[config.mk]
export PLATFORM = sky130hd
export DESIGN_NAME = rptr_empty_flat
export DESIGN_NICKNAME = d
export VERILOG_FILES = /design/src/rtl/rptr_empty_pkg.sv /design/src/rtl/rptr_empty_if.sv /design/src/rtl/rptr_empty_gray2bin_dec.sv /design/src/rtl/rptr_empty.sv /design/src/flat_wrapper.sv
export SDC_FILE = /design/constraint.sdc
export NUM_CORES = 1
export LEC_CHECK = 0
export BUFFER_PORTS_ARGS = -buffer_cell sky130_fd_sc_hd__buf_2
export CAP_MARGIN = 25
export CELL_PAD_IN_SITES_DETAIL_PLACEMENT = 1
export CELL_PAD_IN_SITES_GLOBAL_PLACEMENT = 1
export CORE_MARGIN = 4
export CORE_UTILIZATION = 39
export DETAILED_ROUTE_END_ITERATION = 10
export PLACE_DENSITY_LB_ADDON = 0.1
export SLEW_MARGIN = 10
export SYNTH_ARGS = -nofsm -noshare
export SYNTH_HDL_FRONTEND = slang
export SYNTH_SLANG_ARGS = --single-unit
[constraint.sdc]
create_clock -name rclk -period 2.8 [get_ports rclk]
set_clock_uncertainty 0.05 [all_clocks]
set_input_delay 0.14 -clock rclk [delete_from_list [all_inputs] [get_ports rclk]]
set_output_delay 0.14 -clock rclk [all_outputs]
set_load 0.05 [all_outputs]
[src/rtl/rptr_empty_pkg.sv]
// ============================================================================
// rptr_empty_pkg : shared FIFO pointer helpers (Gray/binary conversion, depth)
// Revision 1.0 : initial release
// ============================================================================
`default_nettype none

package rptr_empty_pkg;

    localparam int PTR_MAX_W = 16;

    typedef logic [PTR_MAX_W-1:0] ptr_word_t;

    function automatic int fifo_depth(input int addrsize);
        return 1 << addrsize;
    endfunction

    function automatic ptr_word_t width_mask(input int w);
        if (w >= PTR_MAX_W)
            return '1;
        return (ptr_word_t'(1) << w) - ptr_word_t'(1);
    endfunction

    function automatic ptr_word_t bin2gray(input ptr_word_t b, input int w);
        ptr_word_t bm;
        bm = b & width_mask(w);
        return (bm >> 1) ^ bm;
    endfunction

    // Prefix XOR via doubling shifts covers every width up to PTR_MAX_W.
    function automatic ptr_word_t gray2bin(input ptr_word_t g, input int w);
        ptr_word_t b;
        b = g & width_mask(w);
        b = b ^ (b >> 1);
        b = b ^ (b >> 2);
        b = b ^ (b >> 4);
        b = b ^ (b >> 8);
        return b & width_mask(w);
    endfunction

endpackage : rptr_empty_pkg

`default_nettype wire

[src/rtl/rptr_empty_if.sv]
// ============================================================================
// rptr_empty_if : read-side pointer bus; almost-empty field with RPTR_ALMOST_EMPTY_EN
// Revision 1.0 : initial release
// ============================================================================
`default_nettype none

interface rptr_empty_if #(
    parameter int ADDRSIZE = 4
);
    logic                rinc;
    logic [ADDRSIZE:0]   rq2_wptr;
    logic [ADDRSIZE-1:0] raddr;
    logic [ADDRSIZE:0]   rptr;
    logic                rempty;
    logic [ADDRSIZE:0]   rlevel;
    logic                runderflow;
`ifdef RPTR_ALMOST_EMPTY_EN
    logic                ralmost_empty;

    modport master (
        output rinc, rq2_wptr,
        input  raddr, rptr, rempty, rlevel, runderflow, ralmost_empty
    );

    modport slave (
        input  rinc, rq2_wptr,
        output raddr, rptr, rempty, rlevel, runderflow, ralmost_empty
    );
`else
    modport master (
        output rinc, rq2_wptr,
        input  raddr, rptr, rempty, rlevel, runderflow
    );

    modport slave (
        input  rinc, rq2_wptr,
        output raddr, rptr, rempty, rlevel, runderflow
    );
`endif
endinterface : rptr_empty_if

`default_nettype wire

[src/rtl/rptr_empty_gray2bin_dec.sv]
// ============================================================================
// gray2bin_dec : combinational Gray-to-binary decoder (XOR prefix per bit)
// Revision 1.0 : initial release
// ============================================================================
`default_nettype none

module gray2bin_dec #(
    parameter int W = 5
) (
    input  wire logic [W-1:0] gray,
    output logic      [W-1:0] bin
);

    genvar i;
    generate
        for (i = 0; i < W; i++) begin : g_bit
            assign bin[i] = ^gray[W-1:i];
        end
    endgenerate

endmodule : gray2bin_dec

`default_nettype wire

[src/rtl/rptr_empty.sv]
// ============================================================================
// rptr_empty : read pointer, empty flag, fill level and underflow for async FIFO
// Optional almost-empty output when RPTR_ALMOST_EMPTY_EN is defined.
// Revision 1.0 : initial release
// ============================================================================
`default_nettype none

module rptr_empty
    import rptr_empty_pkg::*;
#(
    parameter int ADDRSIZE = 4,
    parameter int AE_LEVEL = 2
) (
    input wire logic   rclk,
    input wire logic   rrst_n,
    rptr_empty_if.slave bus
);

    localparam int PW = ADDRSIZE + 1;

    logic [ADDRSIZE:0] rbin;
    logic [ADDRSIZE:0] rgray;
    logic [ADDRSIZE:0] rbinnext;
    logic [ADDRSIZE:0] rgraynext;
    logic [ADDRSIZE:0] wbin_s;
    logic [ADDRSIZE:0] level_next;
    logic [ADDRSIZE:0] rlevel_reg;
    logic              rempty_reg;
    logic              runder_reg;
    logic              rd_en;

    assign rd_en      = bus.rinc & ~rempty_reg;
    assign rbinnext   = rbin + {{ADDRSIZE{1'b0}}, rd_en};
    assign rgraynext  = PW'(bin2gray(ptr_word_t'(rbinnext), PW));
    assign level_next = wbin_s - rbinnext;

    gray2bin_dec #(
        .W (PW)
    ) u_wdec (
        .gray (bus.rq2_wptr),
        .bin  (wbin_s)
    );

    // Empty compares the next Gray pointer so the final read flags empty on its own edge.
    always_ff @(posedge rclk or negedge rrst_n) begin
        if (!rrst_n) begin
            rbin       <= '0;
            rgray      <= '0;
            rempty_reg <= 1'b1;
            rlevel_reg <= '0;
            runder_reg <= 1'b0;
        end else begin
            rbin       <= rbinnext;
            rgray      <= rgraynext;
            rempty_reg <= (rgraynext == bus.rq2_wptr);
            rlevel_reg <= level_next;
            runder_reg <= bus.rinc & rempty_reg;
        end
    end

    assign bus.raddr      = rbin[ADDRSIZE-1:0];
    assign bus.rptr       = rgray;
    assign bus.rempty     = rempty_reg;
    assign bus.rlevel     = rlevel_reg;
    assign bus.runderflow = runder_reg;

`ifdef RPTR_ALMOST_EMPTY_EN
    localparam logic [ADDRSIZE:0] AE_THRESH = PW'(AE_LEVEL);

    logic rae_reg;

    always_ff @(posedge rclk or negedge rrst_n) begin
        if (!rrst_n)
            rae_reg <= 1'b1;
        else
            rae_reg <= (level_next <= AE_THRESH);
    end

    assign bus.ralmost_empty = rae_reg;
`else
    // AE_LEVEL has no effect without the almost-empty option.
    if (AE_LEVEL < 0) begin : g_ae_ignored
    end
`endif

endmodule : rptr_empty

`default_nettype wire
[src/flat_wrapper.sv]
// flat-port wrapper written by rule: the top's interface ports become plain ports
module rptr_empty_flat import rptr_empty_pkg::*;
#(
    parameter int ADDRSIZE = 4,
    parameter int AE_LEVEL = 2
)
  (rclk, rrst_n, bus_rinc, bus_rq2_wptr, bus_raddr, bus_rptr, bus_rempty, bus_rlevel, bus_runderflow);
  rptr_empty_if #(.ADDRSIZE(ADDRSIZE)) bus_i ();
  input wire logic rclk;
  input wire logic rrst_n;
  input wire logic [$bits(bus_i.rinc)-1:0] bus_rinc;
  input wire logic [$bits(bus_i.rq2_wptr)-1:0] bus_rq2_wptr;
  output wire logic [$bits(bus_i.raddr)-1:0] bus_raddr;
  output wire logic [$bits(bus_i.rptr)-1:0] bus_rptr;
  output wire logic [$bits(bus_i.rempty)-1:0] bus_rempty;
  output wire logic [$bits(bus_i.rlevel)-1:0] bus_rlevel;
  output wire logic [$bits(bus_i.runderflow)-1:0] bus_runderflow;
  assign bus_i.rinc = bus_rinc;
  assign bus_i.rq2_wptr = bus_rq2_wptr;
  assign bus_raddr = bus_i.raddr;
  assign bus_rptr = bus_i.rptr;
  assign bus_rempty = bus_i.rempty;
  assign bus_rlevel = bus_i.rlevel;
  assign bus_runderflow = bus_i.runderflow;
  rptr_empty #(.ADDRSIZE(ADDRSIZE), .AE_LEVEL(AE_LEVEL)) u_core (.rclk(rclk), .rrst_n(rrst_n), .bus(bus_i));
endmodule
[Word-level counts from Yosys, hierarchy flattened]
Cells that the tools add are included.
Storage, ports and cells
  register bits: 17
  bits of input ports: 8
  output and inout bits: 16
  logic and storage cells: 16
Operators by class
  add/subtract/negate cells: 2
  eq/ne operators: 1
  bitwise gates (word level): 4
  reduce and logical (&&, ||, !) cells: 4
Operators with widths (count)
  $add 5x1->5: 1
  $eq 5x5->1: 1
  $reduce_xor 5->1: 1
  $sub 5x5->5: 1
  $xor 4x5->5: 1
  $reduce_xor 4->1: 1
  $reduce_xor 3->1: 1
  $and 1x1->1: 2
  $reduce_xor 2->1: 1
  $not 1->1: 1

[Longest topological paths before layout]
Gate-level depths: netlist of the first run.
  word-level depth: 5
  gate-level depth with buffers: 11
  gate-level depth less buffers: 11

[Cells and area by module]
Synthesis of the first run repeated with hierarchy kept, for this count alone.
Second synthesis, totals
  cell total of the unflattened synthesis: 73
  area, all modules: 895.9 µm²
By module, submodules not included
  rptr_empty: instances 1, cells each 67, area an instance 823.3 µm²
  gray2bin_dec: instances 1, cells each 6, area an instance 72.6 µm²

[Worst setup path after synthesis of the first run]
OpenSTA, ideal clock, no wires.
  path kind: register -> register
  from: register u_core.rempty_reg (netlist: u_core.bus.rempty)
  to: register u_core.rlevel_reg[4] (netlist: u_core.bus.rlevel[4])
  arrival: 2379 ps
  required time: 2621 ps
  setup slack: 242 ps
  stages on the path, launching flop included: 9
  buffers on the path: 0
  clock period less this slack: 2558 ps
  cell sequence: dfstp_2 > and3b_1 > ha_1 > inv_1 > fa_1 > inv_1 > a21oi_1 > a211o_1 > xor2_1
On the way
  word-level cells in the longest chain between the ends: 4
RTL lines
  start, declared: RTL line rptr_empty.sv:28  | logic rempty_reg;
  start signal, assigned: RTL line rptr_empty.sv:55  | rempty_reg <= (rgraynext == bus.rq2_wptr);
  $not 1->1: RTL line rptr_empty.sv:32  | assign rd_en = bus.rinc & ~rempty_reg;
  $and 1x1->1: RTL line rptr_empty.sv:32
  $add 5x1->5: RTL line rptr_empty.sv:33  | assign rbinnext = rbin + {{ADDRSIZE{1'b0}}, rd_en};
  via u_core.rbinnext[1]: RTL line rptr_empty.sv:23  | logic [ADDRSIZE:0] rbinnext;
  $sub 5x5->5: RTL line rptr_empty.sv:35  | assign level_next = wbin_s - rbinnext;
  via u_core.level_next[4]: RTL line rptr_empty.sv:26  | logic [ADDRSIZE:0] level_next;
  end signal, assigned: RTL line rptr_empty.sv:56  | rlevel_reg <= level_next;
  end, declared: RTL line rptr_empty.sv:27  | logic [ADDRSIZE:0] rlevel_reg;
The timed path passes the listed nets, and every way through them passes these cells.

[Worst setup path in the final report of the first run]
Same ends and word-level chain as after synthesis.

==> reports/qor.csv, run 1 <==
stage;metric;value;unit
synth;post-synthesis share of cell area spent on xor and xnor gates;0.258;
global_route;wire length of the first global-routing pass;2830;um
clocking;clock buffer count from CTS;3;
sta;Slew Limit Fails;0;
global_route;Congestion Overflow GR;0;
detailed_routing;number of remaining DRC errors;0;
global_route;aggregate global-route resource usage;0.143;
cells_and_area;fill cell instance count of the final layout;220;
run;max-cap violations;0;
synth;net count after synthesis;80;
cells_and_area;number of inserted diodes;0;
clocking;register clock-pin slew on the reported worst setup and hold paths;0.10;ns
cells_and_area;growth of design area from synthesis to finish;22.9;%
synth;top cell types by occurrence after synthesis;15 x sky130_fd_sc_hd__dfrtp_1, 12 x sky130_fd_sc_hd__xnor2_1, 6 x sky130_fd_sc_hd__inv_1, 4 x sky130_fd_sc_hd__ha_1, 4 x sky130_fd_sc_hd__xnor2_2;
sta;RSZ-0062 raised after global routing;no;
detailed_routing;detail-routed net length per standard cell;13.6;um
worst_setup_path;critical path capture point type;register;
cells_and_area;layout cells sized above 1;0.379;
clocking;worst-skew pair later-pin latency;0.29;ns
synth;most frequent cell after synthesis;sky130_fd_sc_hd__dfrtp_1;
die;Std-Cell Core Area;2020;sq um
clocking;Post-CTS Setup Inserts;0;
synth;post-synthesis instance area;852;sq um
die;Die ar.;3000;sq um
clocking;level count of the clock H-tree;1;
detailed_routing;First-pass DRT Iterations;1;
global_route;number of global-route vias before repair;621;
synth;top cell type's share of synthesized area;0.441;
sta;Final Hold Violating Endpoints;0;
placed_design;Port Buffers;23;
synth;share of synthesized flip-flops with an asynchronous set or reset;1.00;
synth;count of flip-flops with a built-in enable after synthesis;0;
synth;cell type with the highest aggregate area in the netlist;sky130_fd_sc_hd__dfrtp_1;
clocking;clock sinks;16;
sta;final critical-path required period;2.52;ns
detailed_routing;Routed WL;1660;um
cells_and_area;sequential cell area;402;sq um
worst_setup_path;biggest fanout along the worst timing path;5;
sta;Slew @ Worst Pin;0.485;ns
sta;crit path setup slack, layout;0.283;ns
die;Die X-Extent;54.7;um
clocking;maximum clock path buffer count;2;
synth;share of synthesized area occupied by flip-flops and latches;0.471;
synth;Post-Synthesis Mean Instance Area;12.7;sq um
clocking;buffer cell driving the clock tree root;sky130_fd_sc_hd__clkbuf_4;
detailed_routing;DRT iter0 DRCs;0;
synth;distinct cell type count after synthesis;27;
die;Die Y-Extent;54.7;um
detailed_routing;total number of vias;576;
detailed_routing;number of routed nets with antenna violations;0;
global_route;pin count of the biggest net entering global routing;17;
global_route;antenna violations before repair;0;
synth;area share of fa/ha/maj cells after synthesis;0.0940;
placed_design;setup slack after placement;0.0505;ns
synth;Synth Instances;67;
worst_setup_path;endpoint arrival time on the critical path;2.64;ns
synth;simple-gate portion of the synthesized area;0.0999;
synth;Synth Area in Compound Gates;0.0499;
placed_design;final weighted congestion of routability-driven global placement;0.670;
synth;share of cell area taken by muxes after synthesis;0;
detailed_routing;via count normalized by instance count;4.72;
run_status;outcome;complete, no violations;
die;starting utilization of the core area;0.421;
sta;final sum of negative setup slack;0;ns
synth;Seq cells post-synth;16;
die;total I/O pin count;24;
clocking;TritonCTS clock tree;yes;
synth;synthesis warning total;0;
worst_setup_path;Critical Path Source Type;register;
worst_hold_path;path class of the lowest-slack min-delay path;in2reg;
placed_design;DP Wirelength;1360;um
sta;final critical-path share of the clock period;0.899;
cells_and_area;number of nets in the finished design;109;
sta;Final Setup Violations;0;
sta;max_slew headroom;0.676;
synth;top cells by area in the synthesized netlist;sky130_fd_sc_hd__dfrtp_1 44%, sky130_fd_sc_hd__xnor2_1 12%, sky130_fd_sc_hd__xnor2_2 7.6%, sky130_fd_sc_hd__ha_1 5.9%, sky130_fd_sc_hd__xor2_2 3.8%;
worst_setup_path;worst endpoint required time;2.92;ns
die;number of core rows;16;
cells_and_area;area of the multi-input gates;428;sq um
synth;largest family of logic cells by synthesized area;XOR/XNOR gates;
sta;maximum frequency from static timing analysis;0.397;GHz
worst_setup_path;type of the setup path with the least slack;reg2reg;
synth;most used flip-flop cell after synthesis;sky130_fd_sc_hd__dfrtp_1;
==> critical path, stage by stage, from the launching register on <==
cell,delay (ns)
sky130_fd_sc_hd__dfstp_2,0.56
sky130_fd_sc_hd__and3b_1,0.19
sky130_fd_sc_hd__ha_1,0.36
sky130_fd_sc_hd__inv_1,0.13
sky130_fd_sc_hd__fa_1,0.50
sky130_fd_sc_hd__inv_1,0.08
sky130_fd_sc_hd__a21oi_1,0.06
sky130_fd_sc_hd__a211o_1,0.32
sky130_fd_sc_hd__xor2_1,0.16
==> layout by cell type (no fill, tap or decap), drive strengths merged, types with 2 or more instances in the layout <==
master | synthesis | final
clkbuf | 0 | 4
a21oi | 2 | 2
ha | 4 | 4
xnor2 | 16 | 16
and3 | 2 | 2
a211o | 2 | 2
nand3 | 2 | 2
buf | 0 | 23
inv | 6 | 6
dfrtp | 15 | 15
xor2 | 4 | 4
==> path summary, 6_finish.rpt <==
path	slack [ns]	endpoint	startpoint	cells after the start
max in group asynchronous	2.17	u_core.bus.rempty	rrst_n	2
min	0.03	u_core.bus.runderflow	bus_rinc	2
min reg2reg	0.52	u_core.bus.runderflow	u_core.bus.rempty	1
max	0.28	u_core.bus.rlevel[4]	u_core.bus.rempty	8
min in group asynchronous	0.23	u_core.bus.runderflow	rrst_n	2
max reg2reg	0.28	u_core.bus.rlevel[4]	u_core.bus.rempty	8
==> layout make-up <==
class	instances	area share
clock buffer	4	0.0346
sequential	16	0.384
multi-input combinational	45	0.409
timing repair buffer	24	0.119
tap	27	0.0323
inverter	6	0.0215
==> routing by layer <==
metal | part of all wire | wire [um] | track usage
met5 | 0 | 0 | 0
met4 | 0.034 | 56 | 0.0996
met3 | 0.042 | 69 | 0.0245
met2 | 0.55 | 907 | 0.250
met1 | 0.38 | 623 | 0.153
==> timing repair <==
| item | 4_1_cts | 5_1_grt |
|---|---|---|
| hold buffers | 1 | 0 |
| gates resized for setup | 0 | 0 |
| endpoints found under the hold margin | 16 | 0 |
==> logic make-up (layout without fill, tap and decap cells) <==
family / count (synthesis) / after routing
AO/OA/AOI/OAI: 6 / 6
XOR/XNOR: 20 / 20
adder cells (fa/ha/maj): 6 / 6
buffers and inverters: 6 / 34
flip-flops: 16 / 16
AND/OR/NAND/NOR: 13 / 13
==> stage by stage <==
| step | instance area [sq um] | hold slack (ns) | cells | utilization |
|---|---|---|---|---|
| CTS | 1050 | 0.0212 | 122 | 0.518 |
| floorplan | 852 | -0.206 | 67 | - |
| finish | 1050 | 0.0300 | 122 | 0.518 |
| detailed placement | 1000 | 0.0260 | 117 | 0.495 |
| global placement | 1000 | 0.0243 | 117 | 0.495 |
| global route | 1050 | 0.0355 | 122 | 0.518 |
Power of run 1 is not shown: default switching activity piles up to over one toggle a cycle in this logic, so the estimate is an artifact.
==> run 2: changes to the inputs <==
Settings changed: CORE_MARGIN 4 to 2.
==> run 2 against run 1 <==
Final area unchanged. Non-clock buffer count unchanged. Via count up 2.4%. First-iteration DRC count up 7. Critical path type unchanged. Highest routed layer unchanged. Core utilization up 0.52 points. Global-route usage up 1.8 points. Die area down 14%. Final cell count unchanged. Register-to-register slack worse by 0.02 ns. Critical path depth unchanged. Worst setup slack worse by 0.018 ns.
==> reports/qor.csv, run 2 (synthesis gave the netlist of run 1 again) <==
stage;metric;value;unit;change
detailed_routing;number of remaining DRC errors;0;;unchanged
global_route;Congestion Overflow GR;0;;unchanged
clocking;maximum clock path buffer count;2;;unchanged
sta;Final Setup Violations;0;;unchanged
worst_setup_path;biggest fanout along the worst timing path;5;;unchanged
detailed_routing;total number of vias;590;;+2.4%
clocking;TritonCTS clock tree;yes;;
sta;final critical-path required period;2.54;ns;+0.0179 ns
die;starting utilization of the core area;0.426;;+0.00421
cells_and_area;area of the multi-input gates;428;sq um;unchanged
cells_and_area;most common cell after layout, fill and taps aside;sky130_fd_sc_hd__buf_2;;
global_route;wire length of the first global-routing pass;2930;um;+3.4%
clocking;worst-skew pair later-pin latency;0.28;ns;about the same
worst_setup_path;Critical Path Source Type;register;;
placed_design;final weighted congestion of routability-driven global placement;0.684;;+2.1%
worst_setup_path;critical path capture point type;register;;
sta;Final Hold Violating Endpoints;0;;unchanged
worst_hold_path;path class of the lowest-slack min-delay path;in2reg;;
worst_hold_path;Hold Path Stages;2;;unchanged
clocking;clock sinks;16;;unchanged
detailed_routing;detail-routed net length per standard cell;14.2;um;+4.6%
cells_and_area;growth of design area from synthesis to finish;22.9;%;unchanged
die;Die ar.;2570;sq um;-14%
cells_and_area;number of nets in the finished design;109;;unchanged
worst_hold_path;hold-critical path endpoint;u_core.bus.runderflow;;
detailed_routing;Routed WL;1730;um;+4.6%
worst_setup_path;worst flop-to-flop path startpoint;u_core.bus.rempty;;
cells_and_area;fill cell instance count of the final layout;234;;+6.4%
clocking;buffer cell driving the clock tree root;sky130_fd_sc_hd__clkbuf_4;;
sta;Slew @ Worst Pin;0.546;ns;+0.0610 ns
detailed_routing;via count normalized by instance count;4.84;;+2.4%
detailed_routing;First-pass DRT Iterations;4;;+3
sta;Slew Limit Fails;0;;unchanged
detailed_routing;number of routed nets with antenna violations;0;;unchanged
global_route;antenna violations before repair;0;;unchanged
die;total I/O pin count;24;;unchanged
clocking;post-cts gate resize count;0;;unchanged
sta;hold slack final;0.0323;ns;+0.00225 ns
die;Die Y-Extent;50.7;um;-7.3%
worst_hold_path;startpoint of the tightest hold check path;bus_rinc;;
worst_setup_path;worst endpoint required time;2.92;ns;about the same
global_route;number of global-route vias before repair;641;;+3.2%
die;number of core rows;16;;unchanged
clocking;level count of the clock H-tree;1;;unchanged
cells_and_area;layout cells sized above 1;0.379;;unchanged
clocking;register clock-pin slew on the reported worst setup and hold paths;0.09;ns;about the same
sta;final sum of negative setup slack;0;ns;unchanged
worst_setup_path;worst reg-to-reg setup slack;0.26;ns;-0.02 ns
run_status;outcome;complete, no violations;;
die;Std-Cell Core Area;2000;sq um;-0.99%
sta;maximum frequency from static timing analysis;0.394;GHz;-0.71%
run;max-cap violations;0;;unchanged
die;Die X-Extent;50.7;um;-7.3%
worst_setup_path;endpoint arrival time on the critical path;2.65;ns;about the same
worst_setup_path;type of the setup path with the least slack;reg2reg;;
clocking;clock buffer count from CTS;3;;unchanged
sta;final critical-path share of the clock period;0.905;;+0.00640
placed_design;Port Buffers;23;;unchanged
global_route;pin count of the biggest net entering global routing;17;;unchanged
sta;max_slew headroom;0.635;;-0.0407
cells_and_area;sequential cell area;402;sq um;unchanged
global_route;aggregate global-route resource usage;0.160;;+0.0177
placed_design;DP Wirelength;1390;um;+2.0%
sta;RSZ-0062 raised after global routing;no;;
cells_and_area;number of inserted diodes;0;;unchanged
detailed_routing;DRT iter0 DRCs;7;;+7
worst_setup_path;cell depth of the worst flop-to-flop path;8;;unchanged
worst_setup_path;terminus of the critical flop-to-flop path;u_core.bus.rlevel[4];;
cells_and_area;commonest non-fill, non-tap cells in the layout;23 x sky130_fd_sc_hd__buf_2, 15 x sky130_fd_sc_hd__dfrtp_1, 12 x sky130_fd_sc_hd__xnor2_1, 6 x sky130_fd_sc_hd__inv_1;;
-- run 2: worst max-delay path by stage --
stage / from / endpoint / cells past startpoint / slack, ns
global route: u_core.bus.rempty / u_core.bus.rlevel[4] / 8 / 0.15
finish: u_core.bus.rempty / u_core.bus.rlevel[4] / 8 / 0.26
global placement: bus_rq2_wptr[4] / u_core.bus.rlevel[4] / 12 / 0.21
detailed placement: bus_rq2_wptr[4] / u_core.bus.rlevel[4] / 12 / 0.05
floorplan: u_core.bus.rempty / u_core.bus.rlevel[4] / 8 / 0.24
CTS: u_core.bus.rempty / u_core.bus.rlevel[4] / 8 / 0.24
-- run 2: routing by layer --
metal	global-route usage	routed length [um]	up-vias
li1	-	-	274
met1	0.167	672	298
met2	0.311	997	16
met3	0.0179	49	2
met4	0.0811	14	0
met5	0	0	-
-- run 2: per-stage QoR --
step                cell area (sq um)  cells   util  worst slack (ns)
finish                           1050    122  0.523             0.265
global route                     1050    122  0.523             0.153
CTS                              1050    122  0.523             0.243
detailed placement               1000    117  0.500            0.0458
global placement                 1000    117  0.500             0.208
floorplan                         852     67      -             0.242
-- run 2: worst max-delay path, stage by stage (launching register included) --
cell	delay [ns]
sky130_fd_sc_hd__dfstp_2	0.56
sky130_fd_sc_hd__and3b_1	0.19
sky130_fd_sc_hd__ha_1	0.38
sky130_fd_sc_hd__inv_1	0.14
sky130_fd_sc_hd__fa_1	0.49
sky130_fd_sc_hd__inv_1	0.08
sky130_fd_sc_hd__a21oi_1	0.06
sky130_fd_sc_hd__a211o_1	0.33
sky130_fd_sc_hd__xor2_1	0.16
-- run 2: repair_timing --
item | in CTS | in global routing
setup buffers | 0 | 0
hold buffers | 1 | 0
endpoints found under the hold margin | 16 | 0
-- run 2: area by class of cell --
cell class	instances	area share
inverter	6	0.0215
multi-input combinational	45	0.409
tap	27	0.0323
sequential	16	0.384
timing repair buffer	24	0.119
clock buffer	4	0.0346
Power of run 2 is left out for the same reason.
